File: config.mk
export PLATFORM = sky130hd
export DESIGN_NAME = mem_arbiter
export DESIGN_NICKNAME = d
export VERILOG_FILES = /design/src/rtl/mem_arbiter.sv
export SDC_FILE = /design/constraint.sdc
export NUM_CORES = 1
export LEC_CHECK = 0
export ABC_AREA = 0
export ABC_CLOCK_PERIOD_IN_PS = 2100
export CORE_MARGIN = 4
export CORE_UTILIZATION = 30
export CTS_BUF_LIST = sky130_fd_sc_hd__clkbuf_8
export DETAILED_ROUTE_END_ITERATION = 7
export DONT_BUFFER_PORTS = 1
export GPL_TIMING_DRIVEN = 0
export PLACE_DENSITY = 0.49
export SYNTH_ARGS = -nofsm -noshare
export SYNTH_HDL_FRONTEND = slang
export SYNTH_SLANG_ARGS = --single-unit
File: constraint.sdc
create_clock -name clk -period 2.1 [get_ports clk]
set_input_delay 0.42 -clock clk [delete_from_list [all_inputs] [get_ports clk]]
set_output_delay 0.42 -clock clk [all_outputs]
set_load 0.05 [all_outputs]
File: src/rtl/mem_arbiter.sv
// -----------------------------------------------------------------------------
// mem_arbiter
//
// Purpose:
//   Shares one line-wide memory port between an instruction-side requester (i_*)
//   and a data-side requester (d_*). Each transaction moves one line: a read
//   returns LINE_SIZE bits on the owner's rdata, and a write sends the owner's
//   wdata. When both sides request, a 1-bit last-served flag picks the side
//   that was not served last. A WAIT-state counter aborts a transaction when
//   memory never answers. In that case the sticky err flag is raised and the
//   owner still receives its done pulse, with rdata forced to zero.
//
// Parameters:
//   WORD_SIZE  address width
//   LINE_SIZE  line data width (four words)
//   TIMEOUT    WAIT cycles without m_valid before the transaction is aborted
//
// Ports:
//   clk, reset_n                 clock, synchronous active-low reset
//   i_req/i_write/i_addr/i_wdata instruction-side request, held until i_done
//   i_rdata/i_done               instruction-side read line and done pulse
//   d_req/d_write/d_addr/d_wdata data-side request, held until d_done
//   d_rdata/d_done               data-side read line and done pulse
//   m_readM/m_writeM             one-cycle memory read/write strobes
//   m_addr/m_wdata               memory address and write line
//   m_rdata/m_valid              memory read line and completion
//   busy                         high whenever the FSM is not IDLE
//   err                          sticky timeout flag, cleared only by reset
// -----------------------------------------------------------------------------
module mem_arbiter #(
  parameter int WORD_SIZE = 16,
  parameter int LINE_SIZE = 64,
  parameter int TIMEOUT   = 15
) (
  input  logic                 clk,
  input  logic                 reset_n,
  input  logic                 i_req,
  input  logic                 i_write,
  input  logic [WORD_SIZE-1:0] i_addr,
  input  logic [LINE_SIZE-1:0] i_wdata,
  output logic [LINE_SIZE-1:0] i_rdata,
  output logic                 i_done,
  input  logic                 d_req,
  input  logic                 d_write,
  input  logic [WORD_SIZE-1:0] d_addr,
  input  logic [LINE_SIZE-1:0] d_wdata,
  output logic [LINE_SIZE-1:0] d_rdata,
  output logic                 d_done,
  output logic                 m_readM,
  output logic                 m_writeM,
  output logic [WORD_SIZE-1:0] m_addr,
  output logic [LINE_SIZE-1:0] m_wdata,
  input  logic [LINE_SIZE-1:0] m_rdata,
  input  logic                 m_valid,
  output logic                 busy,
  output logic                 err
);

  typedef enum logic [1:0] {
    IDLE  = 2'd0,
    ISSUE = 2'd1,
    WAIT  = 2'd2,
    RESP  = 2'd3
  } state_t;

  state_t                r_state;
  logic                  r_lastD;   // 1 when the data side was granted last
  logic                  r_ownerD;  // 1 when the data side owns the transaction
  logic [3:0]            r_waitCnt;

  logic                  w_grantD;
  logic                  w_winWrite;
  logic [WORD_SIZE-1:0]  w_winAddr;
  logic [LINE_SIZE-1:0]  w_winWdata;

  // A lone requester always wins. On a tie, the side not served last wins.
  assign w_grantD   = d_req && (!i_req || !r_lastD);
  assign w_winWrite = w_grantD ? d_write : i_write;
  assign w_winAddr  = w_grantD ? d_addr  : i_addr;
  assign w_winWdata = w_grantD ? d_wdata : i_wdata;

  // The strobe, m_addr and m_wdata are loaded at the grant edge. This lets them
  // appear, already registered, during the ISSUE cycle. m_addr/m_wdata then
  // hold the latched request for the rest of the transaction. The strobes and
  // the done pulses default to zero, so each one lasts a single cycle.
  always_ff @(posedge clk) begin
    if (!reset_n) begin
      r_state   <= IDLE;
      r_lastD   <= 1'b1;
      r_ownerD  <= 1'b0;
      r_waitCnt <= 4'd0;
      i_rdata   <= '0;
      i_done    <= 1'b0;
      d_rdata   <= '0;
      d_done    <= 1'b0;
      m_readM   <= 1'b0;
      m_writeM  <= 1'b0;
      m_addr    <= '0;
      m_wdata   <= '0;
      busy      <= 1'b0;
      err       <= 1'b0;
    end else begin
      i_done   <= 1'b0;
      d_done   <= 1'b0;
      m_readM  <= 1'b0;
      m_writeM <= 1'b0;
      case (r_state)
        IDLE: begin
          if (i_req || d_req) begin
            r_ownerD <= w_grantD;
            r_lastD  <= w_grantD;
            m_readM  <= !w_winWrite;
            m_writeM <= w_winWrite;
            m_addr   <= w_winAddr;
            m_wdata  <= w_winWdata;
            busy     <= 1'b1;
            r_state  <= ISSUE;
          end
        end
        ISSUE: begin
          r_waitCnt <= 4'd0;
          r_state   <= WAIT;
        end
        WAIT: begin
          if (m_valid) begin
            if (r_ownerD) begin
              d_rdata <= m_rdata;
              d_done  <= 1'b1;
            end else begin
              i_rdata <= m_rdata;
              i_done  <= 1'b1;
            end
            r_state <= RESP;
          end else if (r_waitCnt == 4'(TIMEOUT - 1)) begin
            // Memory never answered: abort, return a zero line, flag the error.
            err <= 1'b1;
            if (r_ownerD) begin
              d_rdata <= '0;
              d_done  <= 1'b1;
            end else begin
              i_rdata <= '0;
              i_done  <= 1'b1;
            end
            r_state <= RESP;
          end else begin
            r_waitCnt <= r_waitCnt + 4'd1;
          end
        end
        RESP: begin
          busy    <= 1'b0;
          r_state <= IDLE;
        end
        default: r_state <= IDLE;
      endcase
    end
  end

endmodule

==> reports/summary.txt <==
Status: completed
HPWL after DPL: 21700 um
Worst setup startpoint: r_state[0]$_SDFFE_PN0P_
Warnings, synthesis: 0
Worst IR Drop VDD: 0.6137 mV
Yosys reg bits: 222
Critical path's largest stage delay: 460 ps
Finished Cell Area: 0.01021 mm2
Clk_skew: 18.91 ps
Leakage power: 4.185 nW
CTS Buffer Depth: 3
CP bufs+invs: 3
Port bufs: 0
CP cell instances: inv_1 -> ha_1 -> and4_1 -> buf_2 -> clkbuf_1 -> a32o_1
Syn Area/Cell: 11.42 um2
Max_cap viols: 0
Clock sinks: 222
Post-Syn Nets: 968
DR iter-0 viols: 326
Fin. Hold Viols: 0
Most frequent cells in the layout: dfxtp_1 (222), a21oi_1 (85), o21ai_0 (83)
Synth area leader: dfxtp_1
Vias/cell: 5.367
Fmax: 506.7 MHz
R2R Path Start: r_state[0]$_SDFFE_PN0P_
Fin crit share: 93.98%
PwrDens: 1393 mW/mm2
Via count: 6618
Number of global-route vias before repair: 6800
Crit path DAT: 2420 ps
Top delay family on crit path: buffers and inverters
Placer Congestion: 0.8172
Hold Crit Class: in -> reg
CP max FO: 10
Tmin final: 1974 ps
DRT Wirelength: 29150 um
Crit path kind: reg -> reg
Placed insts: 1102
Register area share after synthesis: 53.33%
Die area: 0.03051 mm2
Setup ws final: 126.5 ps
Die Y: 174.7 um
Crit-path slowest cell: clkbuf_1
Placement row count: 60
Worst slew pin tran: 710.9 ps
RSZ-0062 raised after global routing: yes
Core Area: 0.02718 mm2
First-pass detailed-route iteration total: 5
Starting density of the core: 30.67%
Distinct cells, synth: 40
Slew headroom: 52.60%
H-tree Lvls: 2
Top post-synthesis cells by area: dfxtp_1 (53%), mux2i_1 (9.8%), a32o_1 (8.2%)
Routed len/inst: 23.64 um
Setup crit end: d_rdata[55]$_SDFFE_PN0P_
DP Area: 0.008800 mm2
Gr usage total: 17.89%
Share of cells above drive strength 1: 18.70%
Inserted Diodes: 0
DP Worst Slack: -339.1 ps
Nets: 1073
Worst r2r path cells: 6
Post-CTS Setup Bufs: 0
Critical path depth: 6
Required @ worst endpoint: 2550 ps
Die Wd: 174.7 um
R2r setup slk: 130 ps
Post-synthesis instance area: 0.008334 mm2
CTS tree: done
Reg clk slew, reported paths: 50 ps
Root buffer selected by CTS: clkbuf_8
Startpoint Class: flip-flop
Clk_lat worst skew: 520 ps
Area share of the largest cell type after synthesis: 53.33%
Slew Limit Fails: 0
Initial antenna violation count: 0
Largest net degree at the start of global routing: 19
Synth Instances: 730
Grt total ovfl: 0
DRC violations left: 0
Post-route ant nets: 0
Most common cell after layout, fill and taps aside: dfxtp_1
Worst R2R End: d_rdata[55]$_SDFFE_PN0P_
Syn-to-layout area delta: 22.53%
CTS Buf Count: 40
Final Non-Filler Cells: 1233
Critical path capture point type: flip-flop
Setup Viol. Count Final: 0
First-pass GRT wire length: 42840 um
Ports: 445
==> worst reg2reg max path: stages, from the launching register on <==
cell and delay [ps]:
dfxtp_1 330, inv_1 130, ha_1 330, and4_1 220
buf_2 240, clkbuf_1 460, a32o_1 200
==> layout make-up <==
cell class,instances,area (um2)
clock inverter,21,120.1
clock buffer,47,646.9
multi-input combinational,424,3359
tap,372,465.4
inverter,4,15.01
sequential,222,4444
timing repair buffer,64,640.6
fill,2788,16960
buffer,79,520.5
==> cells in the mapped netlist (all sizes together) <==
cell type and count:
a211oi 1, and3 3, nor3 2, or3b 2, nand2b 2, ha 7, and4b 1, a31oi 2
a21boi 1, and4 1, nor3b 2, a21oi 85, buf 35, dfxtp 222, o21ai 83, nor2 4
o21a 1, a221oi 1, nand2 3, nand3b 1, dlygate4sd1 6, nor2b 1, nand4 2, dlymetal6s2s 2
or3 2, o211ai 3, clkbuf 37, mux2i 82, inv 4, a22oi 1, nand3 3, a32o 128
==> through the flow <==
step / utilization [%] / total power [mW] / hold slack, ps / TNS (ps)
after floorplan: - / 9.446 / 470.9 / 0
after global placement: 32.38 / 10.33 / 491.4 / -17190
after detailed placement: 32.38 / 10.35 / 493.9 / -20350
after CTS: 37.55 / 14.45 / 2.135 / 0
after global routing: 37.58 / 14.93 / 12.82 / -218.1
final: 37.58 / 14.23 / 48.86 / 0
==> repair_timing <==
action / CTS / global route
endpoints found under the setup margin: 80 / 42
endpoints found under the hold margin: 127 / 0
resized for setup: 0 / 17
hold buffers: 64 / 0
==> worst min path at each step <==
stage | from | to | slack (ps) | depth (start not counted)
global placement | r_state[1]$_SDFFE_PN0P_ | r_state[1]$_SDFFE_PN0P_ | 490 | 2
finish | m_rdata[55] | d_rdata[55]$_SDFFE_PN0P_ | 50 | 1
detailed placement | r_state[1]$_SDFFE_PN0P_ | r_state[1]$_SDFFE_PN0P_ | 490 | 2
CTS | m_rdata[55] | d_rdata[55]$_SDFFE_PN0P_ | 2 | 1
floorplan | r_state[1]$_SDFFE_PN0P_ | r_state[1]$_SDFFE_PN0P_ | 470 | 2
global route | m_rdata[55] | d_rdata[55]$_SDFFE_PN0P_ | 10 | 1
==> power breakdown <==
| group | leakage, nW | internal [mW] | total [mW] | switching (mW) |
|---|---|---|---|---|
| Combinational | 1.93 | 0.897 | 2.31 | 1.42 |
| Clock | 0.446 | 2.15 | 3.91 | 1.75 |
| Sequential | 1.81 | 4.96 | 8.01 | 3.05 |
| Total | 4.18 | 8.01 | 14.2 | 6.22 |
==> flip-flops by register name, summed over array words and instances, names as in the netlist, 2 cells and up <==
signal,cells
r_state,2
d_rdata,64
m_wdata,64
m_addr,16
r_waitCnt,4
i_rdata,64
==> logic make-up (layout without fill, tap and decap cells) <==
logic type | Yosys count | in the layout | synth area share (%)
AOI/OAI and AO/OA | 306 | 306 | 27.32
and+or+nand+nor | 29 | 29 | 2.087
muxes | 82 | 82 | 9.848
buffers and inverters | 84 | 215 | 6.365
DFF | 222 | 222 | 53.33
adders and majority gates | 7 | 7 | 1.051
==> metal layers <==
layer / track usage (%) / share of wire (%) / up-vias
li1: - / - / 3063
met4: 6.710 / 3.3 / 0
met5: 0 / 0 / -
met3: 6.123 / 9.5 / 60
met1: 20.14 / 38 / 3134
met2: 31.36 / 49 / 361
No activity file was read; power rests on OpenSTA's default activity.
